[src/rtl/req_gnt_pkg.sv]
// Shared types and constants for the req/gnt initiator.
package req_gnt_pkg;

    // Width of the inter-transaction gap counter; GAP is limited to 0..15.
    localparam int GAP_W = 4;

    // Default parameter values for the initiator.
    localparam int CNT_W_DEF  = 8;
    localparam int GAP_DEF    = 0;
    localparam int STAT_W_DEF = 16;

    typedef enum logic [2:0] {
        ST_IDLE,
        ST_REQ,
        ST_GNT_HI,
        ST_GNT_LO,
        ST_GAP,
        ST_DONE
    } req_gnt_state_e;

endpackage

[src/rtl/sat_counter.sv]
// Saturating up-counter with a synchronous clear that beats increment.
module sat_counter #(
    parameter int W = 16
) (
    input  logic         clk,
    input  logic         reset_n,
    input  logic         inc,
    input  logic         clr,
    output logic [W-1:0] q
);

    logic [W-1:0] q_q;
    logic [W-1:0] q_d;

    // Next count: clear first, otherwise increment unless already at all-ones.
    always_comb begin
        // NOTE: assign a default before any branch so no path leaves q_d unassigned (no latch).
        q_d = q_q;
        if (clr) begin
            q_d = '0;
        end else if (inc && (q_q != '1)) begin
            q_d = q_q + W'(1);
        end
    end

    // Count register.
    always_ff @(posedge clk or negedge reset_n) begin
        // NOTE: sequential state uses <= so every flop samples pre-edge values.
        if (!reset_n) begin
            q_q <= '0;
        end else begin
            q_q <= q_d;
        end
    end

    assign q = q_q;

endmodule

[src/rtl/req_gnt_initiator.sv]
// Requester side of the single-cycle req/gnt handshake: issues a burst of
// one-cycle req pulses and grades each returned grant shape.
module req_gnt_initiator
    import req_gnt_pkg::*;
#(
    parameter int CNT_W  = CNT_W_DEF,
    parameter int GAP    = GAP_DEF,
    parameter int STAT_W = STAT_W_DEF
) (
    input  logic              clk,
    input  logic              reset_n,
    input  logic              start,
    input  logic [CNT_W-1:0]  burst_len,
    input  logic              clear_stats,
    input  logic              gnt,
    output logic              req,
    output logic              busy,
    output logic              done,
    output logic [STAT_W-1:0] pass_cnt,
    output logic [STAT_W-1:0] fail_cnt,
    output logic              spurious_gnt
);

    // Reload value for the gap counter: it counts GAP cycles down to zero.
    localparam logic [GAP_W-1:0] GAP_LAST = (GAP > 0) ? GAP_W'(GAP - 1) : '0;

    req_gnt_state_e   state_q, state_d;
    logic [CNT_W-1:0] remaining_q, remaining_d;
    logic [GAP_W-1:0] gap_cnt_q, gap_cnt_d;
    logic             hi_ok_q, hi_ok_d;
    logic             req_q, req_d;
    logic             busy_q, busy_d;
    logic             done_q, done_d;
    logic             spurious_q, spurious_d;
    logic             pass_inc;
    logic             fail_inc;

    // Next-state, transaction grading and registered-output decode.
    always_comb begin
        state_d     = state_q;
        remaining_d = remaining_q;
        gap_cnt_d   = gap_cnt_q;
        hi_ok_d     = hi_ok_q;
        pass_inc    = 1'b0;
        fail_inc    = 1'b0;

        case (state_q)
            ST_IDLE: begin
                if (start) begin
                    remaining_d = burst_len;
                    state_d     = (burst_len != '0) ? ST_REQ : ST_DONE;
                end
            end
            ST_REQ: begin
                state_d = ST_GNT_HI;
            end
            ST_GNT_HI: begin
                // Responder registers req, so the grant must be high now.
                hi_ok_d = gnt;
                state_d = ST_GNT_LO;
            end
            ST_GNT_LO: begin
                // Grant must have dropped again; exactly one counter moves.
                if (hi_ok_q && !gnt) begin
                    pass_inc = 1'b1;
                end else begin
                    fail_inc = 1'b1;
                end
                remaining_d = remaining_q - CNT_W'(1);
                if (remaining_q == CNT_W'(1)) begin
                    state_d = ST_DONE;
                end else if (GAP == 0) begin
                    state_d = ST_REQ;
                end else begin
                    gap_cnt_d = GAP_LAST;
                    state_d   = ST_GAP;
                end
            end
            ST_GAP: begin
                if (gap_cnt_q == '0) begin
                    state_d = ST_REQ;
                end else begin
                    gap_cnt_d = gap_cnt_q - GAP_W'(1);
                end
            end
            ST_DONE: begin
                state_d = ST_IDLE;
            end
            default: begin
                state_d = ST_IDLE;
            end
        endcase

        // Outputs are decoded from the next state so they leave a flop.
        req_d  = (state_d == ST_REQ);
        busy_d = (state_d inside {ST_REQ, ST_GNT_HI, ST_GNT_LO, ST_GAP});
        done_d = (state_d == ST_DONE);

        // Any grant outside the two expected-grant cycles is sticky-flagged.
        if (clear_stats) begin
            spurious_d = 1'b0;
        end else begin
            spurious_d = spurious_q |
                         (gnt && (state_q inside {ST_IDLE, ST_REQ, ST_GAP, ST_DONE}));
        end
    end

    // FSM, burst bookkeeping and registered outputs.
    always_ff @(posedge clk or negedge reset_n) begin
        if (!reset_n) begin
            state_q     <= ST_IDLE;
            remaining_q <= '0;
            gap_cnt_q   <= '0;
            hi_ok_q     <= 1'b0;
            req_q       <= 1'b0;
            busy_q      <= 1'b0;
            done_q      <= 1'b0;
            spurious_q  <= 1'b0;
        end else begin
            state_q     <= state_d;
            remaining_q <= remaining_d;
            gap_cnt_q   <= gap_cnt_d;
            hi_ok_q     <= hi_ok_d;
            req_q       <= req_d;
            busy_q      <= busy_d;
            done_q      <= done_d;
            spurious_q  <= spurious_d;
        end
    end

    sat_counter #(.W(STAT_W)) u_pass_cnt (
        .clk     (clk),
        .reset_n (reset_n),
        .inc     (pass_inc),
        .clr     (clear_stats),
        .q       (pass_cnt)
    );

    sat_counter #(.W(STAT_W)) u_fail_cnt (
        .clk     (clk),
        .reset_n (reset_n),
        .inc     (fail_inc),
        .clr     (clear_stats),
        .q       (fail_cnt)
    );

    assign req          = req_q;
    assign busy         = busy_q;
    assign done         = done_q;
    assign spurious_gnt = spurious_q;

endmodule
[config.mk]
export PLATFORM = sky130hd
export DESIGN_NAME = req_gnt_initiator
export DESIGN_NICKNAME = d
export VERILOG_FILES = /design/src/rtl/req_gnt_pkg.sv /design/src/rtl/sat_counter.sv /design/src/rtl/req_gnt_initiator.sv
export SDC_FILE = /design/constraint.sdc
export NUM_CORES = 1
export LEC_CHECK = 0
export CAP_MARGIN = 20
export CELL_PAD_IN_SITES_DETAIL_PLACEMENT = 1
export CELL_PAD_IN_SITES_GLOBAL_PLACEMENT = 1
export CORE_MARGIN = 10
export CORE_UTILIZATION = 42
export CTS_BUF_LIST = sky130_fd_sc_hd__clkbuf_8
export DETAILED_ROUTE_END_ITERATION = 6
export GPL_ROUTABILITY_DRIVEN = 0
export PLACE_DENSITY_LB_ADDON = 0.1
export SLEW_MARGIN = 25
export SYNTH_ARGS = -nofsm -noshare
export SYNTH_HDL_FRONTEND = slang
export SYNTH_SLANG_ARGS = --single-unit
[constraint.sdc]
create_clock -name clk -period 2 [get_ports clk]
set_input_delay 0.6 -clock clk [delete_from_list [all_inputs] [get_ports clk]]
set_output_delay 0.6 -clock clk [all_outputs]
set_load 0.02 [all_outputs]
==> metrics <==
outcome completed; most instantiated cells after synthesis 52 x dfrtp_1, 28 x a21oi_1, 20 x nor2_1; Max clock buf depth 2; via count 2846; top post-synthesis cells by area dfrtp_1 44%, a21oi_1 4.8%, o31ai_1 4.6%; Residual DRC 0; Detail Route Antenna Nets 0; transition time of the tightest slew-check pin 0.524 ns; largest net degree at the start of global routing 53; Power Density 829 nW/µm²; Final #Nets 411; Synth Net Count 327; Antenna Cells 0; most frequent cell after synthesis dfrtp_1; Synth Warn # 0; Post-Syn Area 2940 µm²; vias per inst 5.81; share of the synthesized area in the top cell type 44.2%; Root Driver clkbuf_8; Fin. Hold Viols 0; worst r2r dst u_fail_cnt.q[12]$_DFFE_PN0P_; sequential share of the synthesized area 44.2%; ys async rst share 100%; router iterations before antenna repair 4; Hold WC Path Type in -> async; share of layout cells above drive strength 1 22.1%; setup TNS 0 ns; Crit path required time 1.40 ns; H-tree level count 2; CP max FO 4; Overflow after GRT 0; Initial Util 43.3%; VDD IR-drop max 0.000544 V; Maximum Capacitance Violations 0; min cycle time layout 1.95 ns; first-pass GRT wire length 14500 µm; vias in the first global route 2920; Slew Limit Fails 0; leading area contributor after synthesis dfrtp_1; WP data arrival 1.35 ns; Inst Count DP 474; #FFs+latches synth 52; DPL Wire Length 6070 µm; Num CTS Buffers 5; chip width 104 µm; Post-Syn Instances 309; IO Port Bufs 48; max_slew headroom 64.7%; CTS tree done; syn_area_per_cell 9.53 µm²; fmax 0.512 GHz; Worst-Skew Late Latency 0.31 ns; Setup Viol. Count Final 0; origin of the critical flop-to-flop path u_fail_cnt.q[0]$_DFFE_PN0P_; Post-synth EDFFs 0; Worst Reg2Reg Path Length in Cells 5; Worst setup SP type flop; core area 6790 µm²; initial antenna violation count 0; nature of the critical path endpoint primary output; Final period util 97.7%; Finished Layout Cells 490; crit path kind reg -> out; 1st-iter DRT viols 96; Sink Count 52; IO Pins 49; global router's overall resource usage 15.4%; Die Span Y 104 µm; Rows 30; Post-CTS Hold Fix Bufs 0; P&R area growth vs syn 35.1%; Clock Pin Slew Worst Setup and Hold Paths 0.10 ns; Leak Pwr 0.00183 µW; Synth cell types 49; R2R Setup Slk 0.06 ns; die area 10800 µm²; final WL 8520 µm; clk_skew 0.00411 ns; post-DR wirelength/cell 17.4 µm; Post-synth top flop dfrtp_1
[what timing repair did]
item                       CTS  global route
setup buffers                1             6
gates cloned                 0             1
resized for setup           26            19
pin swaps                    1             2
setup endpoints to repair   43            21
[how the worst max path moves through the flow]
stage	to	startpoint	slack (ns)	cells after the start
after floorplan	u_pass_cnt.q[12]$_DFFE_PN0P_	gnt	0.07	4
after global placement	u_pass_cnt.q[10]$_DFFE_PN0P_	gnt	-0.45	5
after detailed placement	u_pass_cnt.q[11]$_DFFE_PN0P_	gnt	-0.50	7
after CTS	pass_cnt[4]	u_pass_cnt.q[4]$_DFFE_PN0P_	0.0002	1
after global routing	u_pass_cnt.q[1]$_DFFE_PN0P_	u_pass_cnt.q[10]$_DFFE_PN0P_	-0.006	5
final	fail_cnt[1]	u_fail_cnt.q[1]$_DFFE_PN0P_	0.05	3
[sequential cells by signal, summed over array words and instances (netlist names)]
signal / flops
busy: 1
done: 1
gap_cnt_q: 4
hi_ok_q: 1
remaining_q: 8
req: 1
spurious_gnt: 1
state_q: 3
u_fail_cnt.q: 16
u_pass_cnt.q: 16
[worst max-delay path, cell delays in order (launching register included)]
cell and delay [ns]:
dfrtp_2 0.44, buf_4 0.14, buf_4 0.14, dlygate4sd2_1 0.33
[layout by cell type (no fill, tap or decap), types with 2 or more instances in the layout]
cell / netlist / layout
nand2b_1: 3 / 2
mux2_2: 8 / 8
nand3_1: 18 / 18
o21ba_2: 2 / 2
ha_1: 5 / 3
o311ai_0: 2 / 2
nor4_2: 1 / 3
dfrtp_2: 0 / 6
o31ai_1: 18 / 17
a21oi_1: 28 / 27
nor3_1: 7 / 7
or4_4: 3 / 4
o21a_1: 3 / 3
inv_1: 12 / 12
o21ai_0: 9 / 9
dfrtp_1: 52 / 46
clkdlybuf4s50_1: 0 / 16
or3_1: 15 / 15
nand4_1: 6 / 6
nor3b_1: 3 / 3
nor4_1: 11 / 9
dlymetal6s2s_1: 0 / 8
or4_1: 14 / 13
buf_4: 3 / 40
buf_12: 0 / 2
nor2_1: 20 / 20
nor2b_1: 9 / 9
clkbuf_8: 0 / 5
nand4b_1: 2 / 2
nand2_1: 16 / 16
and3_1: 4 / 4
dlygate4sd2_1: 0 / 23
and4_1: 4 / 4
xnor2_1: 2 / 2
[layer usage]
metal  track usage (%)  vias to the layer above  share of wire [%]
met5                 0                        -                  0
met1              18.1                     1432                 45
met4              4.17                        0                1.3
li1                  -                     1357                  -
met2              27.5                       48                 51
met3              3.04                        9                3.0
[metrics by stage]
| step | hold slack, ns | util, % | setup slack, ns | total power [µW] | instance area, µm² |
|---|---|---|---|---|---|
| after floorplan | 0.304 | - | 0.0673 | 2040 | 2950 |
| after global placement | 0.492 | 55.2 | -0.446 | 2430 | 3750 |
| after detailed placement | 0.497 | 55.2 | -0.504 | 2490 | 3750 |
| after CTS | 0.273 | 56.7 | 0.000222 | 3250 | 3850 |
| after global routing | 0.281 | 58.6 | -0.00558 | 3510 | 3980 |
| final | 0.266 | 58.6 | 0.0453 | 3300 | 3980 |
[cells by family after synthesis]
kind of cell / share of synthesized area (%)
AND/OR/NAND/NOR: 29.6
XOR/XNOR: 0.893
multiplexers: 3.06
flip-flops: 44.2
adder cells (fa/ha/maj): 2.12
buffers and inverters: 4.33
AO/OA/AOI/OAI: 15.8
[cell type report]
class,count,area (µm²)
timing repair buffer,90,807
clock inverter,3,42.5
multi-input combinational,232,1590
tap,96,120
sequential,52,1310
clock buffer,5,68.8
inverter,12,45.0
fill,796,2820
[where the power goes]
group          internal, µW  leakage [µW]  total [µW]  switching [µW]
Sequential             1200      0.000683        1360             156
Combinational           552       0.00109        1190             638
Clock                   371     0.0000541         749             378
Power figures use the tool's default switching activity.
